`src/rtl/pipe_hazard_if.sv`:
```
// Hazard-controller bundle: instruction views from D/E, jump and
// data-memory handshake in, stage stall/flush controls and counters out.
//   master: pipeline side (drives instructions and memory handshake)
//   slave : hazard controller (drives stage controls and counters)
interface pipe_hazard_if #(
   parameter int unsigned CNT_W = 16
);
   logic [31:0]      inst_D;
   logic [31:0]      inst_E;
   logic             jump_taken;
   logic             dmem_req;
   logic             dmem_ready;
   logic             err_clr;
   logic             F_stop;
   logic             D_stop;
   logic             E_stop;
   logic             jump_reset;
   logic             E_hold;
   logic             M_hold;
   logic             W_bubble;
   logic             dmem_abort;
   logic             mem_err;
   logic [CNT_W-1:0] stall_cnt;
   logic [CNT_W-1:0] flush_cnt;

   modport master (
      output inst_D, inst_E, jump_taken,
      output dmem_req, dmem_ready, err_clr,
      input  F_stop, D_stop, E_stop, jump_reset,
      input  E_hold, M_hold, W_bubble,
      input  dmem_abort, mem_err,
      input  stall_cnt, flush_cnt
   );

   modport slave (
      input  inst_D, inst_E, jump_taken,
      input  dmem_req, dmem_ready, err_clr,
      output F_stop, D_stop, E_stop, jump_reset,
      output E_hold, M_hold, W_bubble,
      output dmem_abort, mem_err,
      output stall_cnt, flush_cnt
   );
endinterface

```
`src/rtl/pipe_hazard_ctrl.sv`:
```
// Stall/flush scheduler for the 5-stage RV32I pipeline.
// Ports: clk, rst (async, active-high), hz (pipe_hazard_if.slave bundle).
module pipe_hazard_ctrl #(
   parameter int unsigned TIMEOUT = 255,
   parameter int unsigned CNT_W   = 16
) (
   input  logic         clk,
   input  logic         rst,
   pipe_hazard_if.slave hz
);

   localparam logic [6:0] OP_L   = 7'b0000011;
   localparam logic [6:0] OP_S   = 7'b0100011;
   localparam logic [6:0] OP_B   = 7'b1100011;
   localparam logic [6:0] OP_AR  = 7'b0110011;
   localparam logic [6:0] OP_LUI = 7'b0110111;
   localparam logic [6:0] OP_AUI = 7'b0010111;
   localparam logic [6:0] OP_JAL = 7'b1101111;

   localparam logic [7:0]       TO_V    = TIMEOUT[7:0];
   localparam logic [CNT_W-1:0] CNT_ONE = 1;

   typedef enum logic [1:0] {
      RUN      = 2'd0,
      MEM_WAIT = 2'd1,
      ERR      = 2'd2
   } state_t;

   state_t           state_q, state_d;
   logic [7:0]       wait_q, wait_d;
   logic             err_q, err_d;
   logic             err_set;
   logic [CNT_W-1:0] stall_q, stall_d;
   logic [CNT_W-1:0] flush_q, flush_d;

   logic [6:0] op_d, op_e;
   logic [4:0] rd_e, rs1_d, rs2_d;
   logic       use_rs1, use_rs2, lu_hazard;
   logic       freeze, lu_stall, jmp;

   // Fields the hazard check never looks at.
   logic unused_bits;
   assign unused_bits = ^{hz.inst_D[14:7], hz.inst_D[31:25],
                          hz.inst_E[31:12]};

   assign op_d  = hz.inst_D[6:0];
   assign op_e  = hz.inst_E[6:0];
   assign rd_e  = hz.inst_E[11:7];
   assign rs1_d = hz.inst_D[19:15];
   assign rs2_d = hz.inst_D[24:20];

   always_comb begin
      use_rs1 = !((op_d == OP_LUI) || (op_d == OP_AUI) ||
                  (op_d == OP_JAL));
      use_rs2 = (op_d == OP_B) || (op_d == OP_S) || (op_d == OP_AR);
      lu_hazard = (op_e == OP_L) && (rd_e != 5'd0) &&
                  ((use_rs1 && (rd_e == rs1_d)) ||
                   (use_rs2 && (rd_e == rs2_d)));
   end

   // Pipeline-wide control terms, priority freeze > jump > load-use.
   always_comb begin
      freeze   = (state_q != ERR) && hz.dmem_req && !hz.dmem_ready;
      jmp      = hz.jump_taken && !freeze;
      lu_stall = lu_hazard && !freeze && !hz.jump_taken;
   end

   // State register
   always_ff @(posedge clk or posedge rst) begin
      if (rst) begin
         state_q <= RUN;
         wait_q  <= '0;
         err_q   <= 1'b0;
         stall_q <= '0;
         flush_q <= '0;
      end else begin
         state_q <= state_d;
         wait_q  <= wait_d;
         err_q   <= err_d;
         stall_q <= stall_d;
         flush_q <= flush_d;
      end
   end

   // Next-state logic
   always_comb begin
      state_d = state_q;
      wait_d  = wait_q;
      err_set = 1'b0;
      case (state_q)
         RUN: begin
            if (hz.dmem_req && !hz.dmem_ready) begin
               state_d = MEM_WAIT;
               wait_d  = 8'd1;
            end
         end
         MEM_WAIT: begin
            // A withdrawn request ends the wait just like completion.
            if (hz.dmem_ready || !hz.dmem_req) begin
               state_d = RUN;
               wait_d  = '0;
            end else if (wait_q == TO_V) begin
               state_d = ERR;
               err_set = 1'b1;
            end else begin
               wait_d = wait_q + 8'd1;
            end
         end
         default: begin
            state_d = RUN;
            wait_d  = '0;
         end
      endcase

      err_d = err_q;
      if (err_set)
         err_d = 1'b1;
      else if (hz.err_clr)
         err_d = 1'b0;

      stall_d = stall_q;
      if ((freeze || lu_stall) && (stall_q != '1))
         stall_d = stall_q + CNT_ONE;

      flush_d = flush_q;
      if (jmp && (flush_q != '1))
         flush_d = flush_q + CNT_ONE;
   end

   // Output logic; everything combinational is quiet while in reset.
   always_comb begin
      hz.F_stop     = 1'b0;
      hz.D_stop     = 1'b0;
      hz.E_stop     = 1'b0;
      hz.jump_reset = 1'b0;
      hz.E_hold     = 1'b0;
      hz.M_hold     = 1'b0;
      hz.W_bubble   = 1'b0;
      hz.dmem_abort = 1'b0;
      if (!rst) begin
         hz.F_stop     = freeze || lu_stall;
         hz.D_stop     = freeze || lu_stall;
         hz.E_stop     = lu_stall;
         hz.jump_reset = jmp;
         hz.E_hold     = freeze;
         hz.M_hold     = freeze;
         // ERR flushes the aborted load out of W.
         hz.W_bubble   = freeze || (state_q == ERR);
         hz.dmem_abort = (state_q == ERR);
      end
   end

   assign hz.mem_err   = err_q;
   assign hz.stall_cnt = stall_q;
   assign hz.flush_cnt = flush_q;

endmodule

```
`src/flat_wrapper.sv`:
```
// flat-port wrapper written by rule: the top's interface ports become plain ports
module pipe_hazard_ctrl_flat 
#(
   parameter int unsigned TIMEOUT = 255,
   parameter int unsigned CNT_W   = 16
)
  (clk, rst, hz_inst_D, hz_inst_E, hz_jump_taken, hz_dmem_req, hz_dmem_ready, hz_err_clr, hz_F_stop, hz_D_stop, hz_E_stop, hz_jump_reset, hz_E_hold, hz_M_hold, hz_W_bubble, hz_dmem_abort, hz_mem_err, hz_stall_cnt, hz_flush_cnt);
  pipe_hazard_if #(.CNT_W(CNT_W)) hz_i ();
  input  logic clk;
  input  logic rst;
  input wire logic [$bits(hz_i.inst_D)-1:0] hz_inst_D;
  input wire logic [$bits(hz_i.inst_E)-1:0] hz_inst_E;
  input wire logic [$bits(hz_i.jump_taken)-1:0] hz_jump_taken;
  input wire logic [$bits(hz_i.dmem_req)-1:0] hz_dmem_req;
  input wire logic [$bits(hz_i.dmem_ready)-1:0] hz_dmem_ready;
  input wire logic [$bits(hz_i.err_clr)-1:0] hz_err_clr;
  output wire logic [$bits(hz_i.F_stop)-1:0] hz_F_stop;
  output wire logic [$bits(hz_i.D_stop)-1:0] hz_D_stop;
  output wire logic [$bits(hz_i.E_stop)-1:0] hz_E_stop;
  output wire logic [$bits(hz_i.jump_reset)-1:0] hz_jump_reset;
  output wire logic [$bits(hz_i.E_hold)-1:0] hz_E_hold;
  output wire logic [$bits(hz_i.M_hold)-1:0] hz_M_hold;
  output wire logic [$bits(hz_i.W_bubble)-1:0] hz_W_bubble;
  output wire logic [$bits(hz_i.dmem_abort)-1:0] hz_dmem_abort;
  output wire logic [$bits(hz_i.mem_err)-1:0] hz_mem_err;
  output wire logic [$bits(hz_i.stall_cnt)-1:0] hz_stall_cnt;
  output wire logic [$bits(hz_i.flush_cnt)-1:0] hz_flush_cnt;
  assign hz_i.inst_D = hz_inst_D;
  assign hz_i.inst_E = hz_inst_E;
  assign hz_i.jump_taken = hz_jump_taken;
  assign hz_i.dmem_req = hz_dmem_req;
  assign hz_i.dmem_ready = hz_dmem_ready;
  assign hz_i.err_clr = hz_err_clr;
  assign hz_F_stop = hz_i.F_stop;
  assign hz_D_stop = hz_i.D_stop;
  assign hz_E_stop = hz_i.E_stop;
  assign hz_jump_reset = hz_i.jump_reset;
  assign hz_E_hold = hz_i.E_hold;
  assign hz_M_hold = hz_i.M_hold;
  assign hz_W_bubble = hz_i.W_bubble;
  assign hz_dmem_abort = hz_i.dmem_abort;
  assign hz_mem_err = hz_i.mem_err;
  assign hz_stall_cnt = hz_i.stall_cnt;
  assign hz_flush_cnt = hz_i.flush_cnt;
  pipe_hazard_ctrl #(.TIMEOUT(TIMEOUT), .CNT_W(CNT_W)) u_core (.clk(clk), .rst(rst), .hz(hz_i));
endmodule
```
`config.mk`:
```
export PLATFORM = sky130hd
export DESIGN_NAME = pipe_hazard_ctrl_flat
export DESIGN_NICKNAME = d
export VERILOG_FILES = /design/src/rtl/pipe_hazard_if.sv /design/src/rtl/pipe_hazard_ctrl.sv /design/src/flat_wrapper.sv
export SDC_FILE = /design/constraint.sdc
export NUM_CORES = 1
export LEC_CHECK = 0
export CAP_MARGIN = 30
export CORE_MARGIN = 2
export CORE_UTILIZATION = 36
export DETAILED_ROUTE_END_ITERATION = 12
export PLACE_DENSITY = 0.72
export SLEW_MARGIN = 0
export SYNTH_ARGS = -nofsm -noshare
export SYNTH_HDL_FRONTEND = slang
export SYNTH_SLANG_ARGS = --single-unit
```
`constraint.sdc`:
```
create_clock -name clk -period 4.69 [get_ports clk]
set_input_delay 1.407 -clock clk [delete_from_list [all_inputs] [get_ports clk]]
set_output_delay 1.407 -clock clk [all_outputs]
set_load 0.02 [all_outputs]
```
==> results of run 1 <==
==> power breakdown <==
part | switching (W) | internal, W | total [W]
clock | 0.000130 | 0.000159 | 0.000288
sequential | 0.0000632 | 0.000416 | 0.000480
combinational | 0.000136 | 0.000154 | 0.000290
total | 0.000329 | 0.000729 | 0.00106
==> flip-flops by register name (all words and copies together), names as in the netlist <==
| register | count |
|---|---|
| u_core.hz.stall_cnt | 16 |
| u_core.wait_q | 8 |
| u_core.state_q | 2 |
| u_core.hz.mem_err | 1 |
| u_core.hz.flush_cnt | 16 |
==> stage by stage <==
stage | setup slack, ps | total power [W] | instances
6_report | 78.68 | 0.001058 | 396
5_1_grt | 3.976 | 0.001125 | 396
4_1_cts | -63.46 | 0.001078 | 396
3_5_place_dp | -338.2 | 0.0007799 | 388
3_3_place_gp | -299.5 | 0.0007753 | 388
2_1_floorplan | 380.1 | 0.0006244 | 225
==> placed cells by master (no fill, tap or decap), types with 3 or more instances in the layout <==
cell type and instances:
a21oi_1 5, nor2b_1 3, ha_1 3, o21ai_1 3
nand2_1 15, nor4_2 3, nor3_1 9, xor2_1 23
dfrtp_1 43, xnor2_1 22, nand4_1 12, and4_1 4
clkdlybuf4s50_1 72, and3_1 8, inv_1 5, nor4_1 3
clkbuf_8 5, nor2_1 18, nand3_1 14, nand2b_1 3
buf_4 15
==> worst max-delay path, stage by stage <==
cell	delay, ps
clkdlybuf4s50_1	440
and3_1	200
o2111a_1	280
nor4_4	310
o21ai_1	130
a21oi_1	220
clkbuf_2	210
==> cell type report <==
cell class	count	area, sq um	share of cell area, %
Clock inverter	3	43.79	1.304
Tap cell	77	96.34	2.868
Clock buffer	5	68.82	2.048
Sequential cell	43	1076	32.03
Timing Repair Buffer	90	853.3	25.40
Inverter	5	18.77	0.5587
Multi-Input combinational cell	173	1202	35.79
==> cell families after synthesis <==
kind of cell	count (synthesis)	synth area share, %
mux	1	0.4836
fa+ha+maj	3	1.612
flops	43	46.21
buf+inv	9	2.149
simple gates	104	26.17
xor+xnor	45	16.93
compound gates	20	6.448
==> layer usage <==
| metal | global-route usage [%] | vias up | share of wire [%] |
|---|---|---|---|
| met5 | 0 | - | 0 |
| met4 | 2.742 | 0 | 0.87 |
| met3 | 4.523 | 4 | 4.1 |
| met2 | 28.28 | 45 | 51 |
| met1 | 20.00 | 960 | 44 |
| li1 | - | 990 | - |
==> how the worst max path moves through the flow <==
stage                       from         to  cells after the start
detailed placement  hz_inst_D[6]  hz_D_stop                      7
finish              hz_inst_D[6]  hz_D_stop                      7
CTS                 hz_inst_D[6]  hz_D_stop                      7
global placement    hz_inst_D[6]  hz_D_stop                      7
floorplan           hz_inst_D[6]  hz_F_stop                      6
global route        hz_inst_D[6]  hz_D_stop                      7
==> results.toml, run 1 <==
[outcome]
outcome = "finished clean"

[critical_path]
worstPathMaxFanout = 3
rr_startpoint = "u_core.hz.stall_cnt[0]"
setup.worst_path.end_class = "output port"
reg2reg_depth = 5
critPathLaunchType = "primary input"
reg2reg_slack_ps = 2520
cp.required_ps = 3280
worstPathArrival_ps = 3200
path_class = "in -> out"
rr_endpoint = "u_core.hz.stall_cnt[1]"

[timing]
slew_violations = 0
finClkSkew_ps = 4.202
max_freq_mhz = 216.9
tightest_slew_ps = 738.3
relSlewSlack_pct = 50.61
post-route-period-util_pct = 98.32
setup_violations = 0
rsz0062_at_grt = "no"
fin_hold_ws_ps = 499.0
fin_tns_setup_ps = 0
finalHoldViolations = 0
finalCriticalPeriod_ps = 4611

[logic_synthesis]
ys_warn_count = 0
synthArstFlopShare_pct = 100.0
synth-main-ff-cell = "dfrtp_1"
avgSynthCellArea_sq_um = 10.35
syn_nets = 298
ys_types = 40
yosys.area.top_type = "dfrtp_1"
synth_top_area_share_pct = 46.21
syn_area_sq_um = 2328
synth-seq-cells = 43
netlist_instances = 225
post-synth-top-count-cell = "dfrtp_1"
ys_seq_area_share_pct = 46.21
synth_edf_count = 0
synthTopCellsByArea = "dfrtp_1, xor2_1, xnor2_1"
synth_common_cells = "dfrtp_1, xor2_1, xnor2_1"

[floorplan]
die_height_um = 84.43
design.die.area_sq_um = 7128
num_rows = 29
die_width_um = 84.43
io_pins = 111
initial_utilization_pct = 36.88
core_sq_um = 6314

[routing]
wl_per_cell_um = 13.37
drt-initial-drc-count = 43
antenna_left = 0
wirelength_mm = 5.295
drc = 0
drt_pass1_iterations = 4
viasPerCell = 5.048
vias = 1999

[place]
io_buffer_count = 75
gp_congestion = 0.8153
dp_hpwl_mm = 4.100
dpl_cell_area_sq_um = 3257

[final_layout]
antennaDiodeCount = 0
fin_util_pct = 53.21
design_area_sq_um = 3359
areaGrowthSynthToFinish_pct = 44.28
drive_gt1_share_pct = 10.97
nNetsFinal = 391
nFillCells = 614

[global_route]
grt_overflow = 0
grt_pass1_wl_mm = 9.473
grt_pass1_vias = 2108
grt_max_degree = 44
grt.total_usage_pct = 16.06
antenna_found_initial = 0

[cts]
cts_tree = "built"
cts_hold_buf = 0
clk_latency_ps = 290
clock-sinks = 43
postCtsSetupRepairBufs = 0
cts.clk_slew.worst_paths_ps = 80
cts_resized = 3
cts_root_buffer = "clkbuf_8"
clockBufferDepth = 2
htree_num_levels = 2
cts_buffers = 5

[worst_hold_path]
hp-start = "u_core.hz.flush_cnt[13]"
hold_path_class = "reg -> reg"
worstHoldEndpoint = "u_core.hz.flush_cnt[13]"
min_path_cells = 1

[power]
p_leak_nw = 1.456
power_density_nw_per_um2 = 315.0
irDropWorstVdd_mv = 0.2618

[flow_run]
max_cap_viol_count = 0
No activity file was read; power rests on OpenSTA's default activity.
==> run 2: changes to the inputs <==
--- a/config.mk
+++ b/config.mk
@@ -6,10 +6,12 @@
 export NUM_CORES = 1
 export LEC_CHECK = 0
 export CAP_MARGIN = 30
+export CELL_PAD_IN_SITES_DETAIL_PLACEMENT = 2
+export CELL_PAD_IN_SITES_GLOBAL_PLACEMENT = 2
 export CORE_MARGIN = 2
-export CORE_UTILIZATION = 36
+export CORE_UTILIZATION = 25
 export DETAILED_ROUTE_END_ITERATION = 12
-export PLACE_DENSITY = 0.72
+export PLACE_DENSITY = 0.84
 export SLEW_MARGIN = 0
 export SYNTH_ARGS = -nofsm -noshare
 export SYNTH_HDL_FRONTEND = slang
==> run 2 against run 1 <==
  * Sequential share of layout area fell by 0.37 points
  * Clock skew rose by 3.3 ps
  * Utilization fell by 16 points
  * Clock power fell by 6%
  * Critical endpoint unchanged
  * Highest routed layer unchanged
==> results.toml, run 2 (synthesis gave the netlist of run 1 again) <==
[outcome]
outcome = "finished clean"

[global_route]
grt_overflow = 0
grt_max_degree = 28
grt_pass1_wl_mm = 11.52
grt.total_usage_pct = 14.35
grt_pass1_vias = 2303
antenna_found_initial = 0

[power]
irDropWorstVdd_mv = 0.2097
p_leak_nw = 1.449
finalPower_w = 0.001055
power_density_nw_per_um2 = 310.6

[cts]
htree_num_levels = 2
cts_tree = "built"
cts_hold_buf = 0
cts.clk_slew.worst_paths_ps = 90
clockBufferDepth = 2
cts_buffers = 5
clk_latency_ps = 300
cts_root_buffer = "clkbuf_8"
clock-sinks = 43
postCtsSetupRepairBufs = 0

[floorplan]
io_pins = 111
die_height_um = 100.5
initial_utilization_pct = 25.44
die_width_um = 100.5
core_sq_um = 9153
design.die.area_sq_um = 10100
num_rows = 35

[timing]
relSlewSlack_pct = 49.29
tightest_slew_ps = 758.0
slew_violations = 0
finalCriticalPeriod_ps = 4493
finClkSkew_ps = 7.486
finalHoldViolations = 0
fin_tns_setup_ps = 0
post-route-period-util_pct = 95.79
rsz0062_at_grt = "no"
setup_violations = 0
max_freq_mhz = 222.6
fin_hold_ws_ps = 490.4

[final_layout]
nFillCells = 994
mostFrequentLayoutCell = "clkdlybuf4s50_1"
fin_cells = 430
areaGrowthSynthToFinish_pct = 45.94
antennaDiodeCount = 0
final_cell_mix = "clkdlybuf4s50_1, dfrtp_1, xor2_1"
nNetsFinal = 391
drive_gt1_share_pct = 12.23
fin_util_pct = 37.13

[critical_path]
cp.required_ps = 3280
setup.worst_path.end_class = "output port"
critPathLaunchType = "primary input"
path_class = "in -> out"
critPathMaxStageDelay_ps = 530
worstPathMaxFanout = 3
worstPathArrival_ps = 3090
cp_slowest_cell = "clkdlybuf4s50_1"
cp_cell_sequence = "clkdlybuf4s50_1 -> xnor2_1 -> nand3_1 -> nor4_4 -> o21ai_2 -> a21oi_2 -> buf_2"

[routing]
drt_pass1_iterations = 4
drc = 0
antenna_left = 0
viasPerCell = 4.858
vias = 2089
drt-initial-drc-count = 35
wirelength_mm = 6.925
wl_per_cell_um = 16.10

[place]
dp.cells = 422
io_buffer_count = 75
dp_hpwl_mm = 5.481
gp_congestion = 0.7850

[worst_hold_path]
hold_path_class = "reg -> reg"

[flow_run]
max_cap_viol_count = 0
run 2: power by group:
group	internal, W	switching [W]	total, W	leakage (nW)
sequential	0.000416	0.0000681	0.000485	0.571
combinational	0.000155	0.000144	0.000299	0.827
clock	0.000134	0.000138	0.000272	0.0505
run 2: path summary, 6_finish.rpt:
| check | slack, ps | depth (start not counted) | endpoint | startpoint |
|---|---|---|---|---|
| setup / recovery | 200 | 7 | hz_D_stop | hz_inst_E[9] |
| hold / removal | 490 | 1 | u_core.hz.stall_cnt[6] | u_core.hz.stall_cnt[6] |
| setup reg to reg | 2490 | 5 | u_core.hz.stall_cnt[1] | u_core.hz.stall_cnt[0] |
| hold reg to reg | 490 | 1 | u_core.hz.stall_cnt[6] | u_core.hz.stall_cnt[6] |
| max in group asynchronous | 2030 | 4 | u_core.wait_q[5] | rst |
| min in group asynchronous | 1840 | 3 | u_core.hz.flush_cnt[2] | rst |
run 2: per-stage QoR:
stage          instance area, sq um  setup slack, ps
6_report                       3398            197.4
5_1_grt                        3398            18.91
4_1_cts                        3402            4.180
3_5_place_dp                   3299           -444.9
3_3_place_gp                   3299           -317.1
2_1_floorplan                  2328            380.1
run 2: final cells by class:
| type | count | area, sq um | share of cell area (%) |
|---|---|---|---|
| repair buffers | 90 | 848.3 | 24.96 |
| inverters | 5 | 18.77 | 0.5523 |
| multi-input cells | 173 | 1212 | 35.68 |
| clock buffers | 7 | 96.34 | 2.835 |
| well taps | 111 | 138.9 | 4.087 |
| flip-flops and latches | 43 | 1076 | 31.66 |
| clock inverters | 1 | 7.507 | 0.2209 |
run 2: repair_timing:
action | CTS | global route
resized for setup | 9 | 5
pin swaps | 0 | 3
gates cloned | 0 | 0
endpoints found under the setup margin | 3 | 4
run 2: metal layers:
| layer | GRT usage [%] | up-vias | wire (um) |
|---|---|---|---|
| li1 | - | 983 | - |
| met1 | 16.96 | 1040 | 2886 |
| met2 | 25.97 | 59 | 3603 |
| met3 | 3.051 | 7 | 337 |
| met4 | 4.426 | 0 | 98 |
| met5 | 0 | - | 0 |
run 2: worst max-delay path: cells and delay by family:
family          cells  cell delay (ps)
buf+inv             2              730
compound gates      2              310
xor+xnor            1              140
simple gates        2              510
==> run 3: changes to the inputs <==
--- a/config.mk
+++ b/config.mk
@@ -5,6 +5,7 @@
 export SDC_FILE = /design/constraint.sdc
 export NUM_CORES = 1
 export LEC_CHECK = 0
+export ABC_CLOCK_PERIOD_IN_PS = 4690
 export CAP_MARGIN = 30
 export CELL_PAD_IN_SITES_DETAIL_PLACEMENT = 2
 export CELL_PAD_IN_SITES_GLOBAL_PLACEMENT = 2
==> results of run 3 <==
No change in the layout: final DEF, timing and power equal those of run 2.
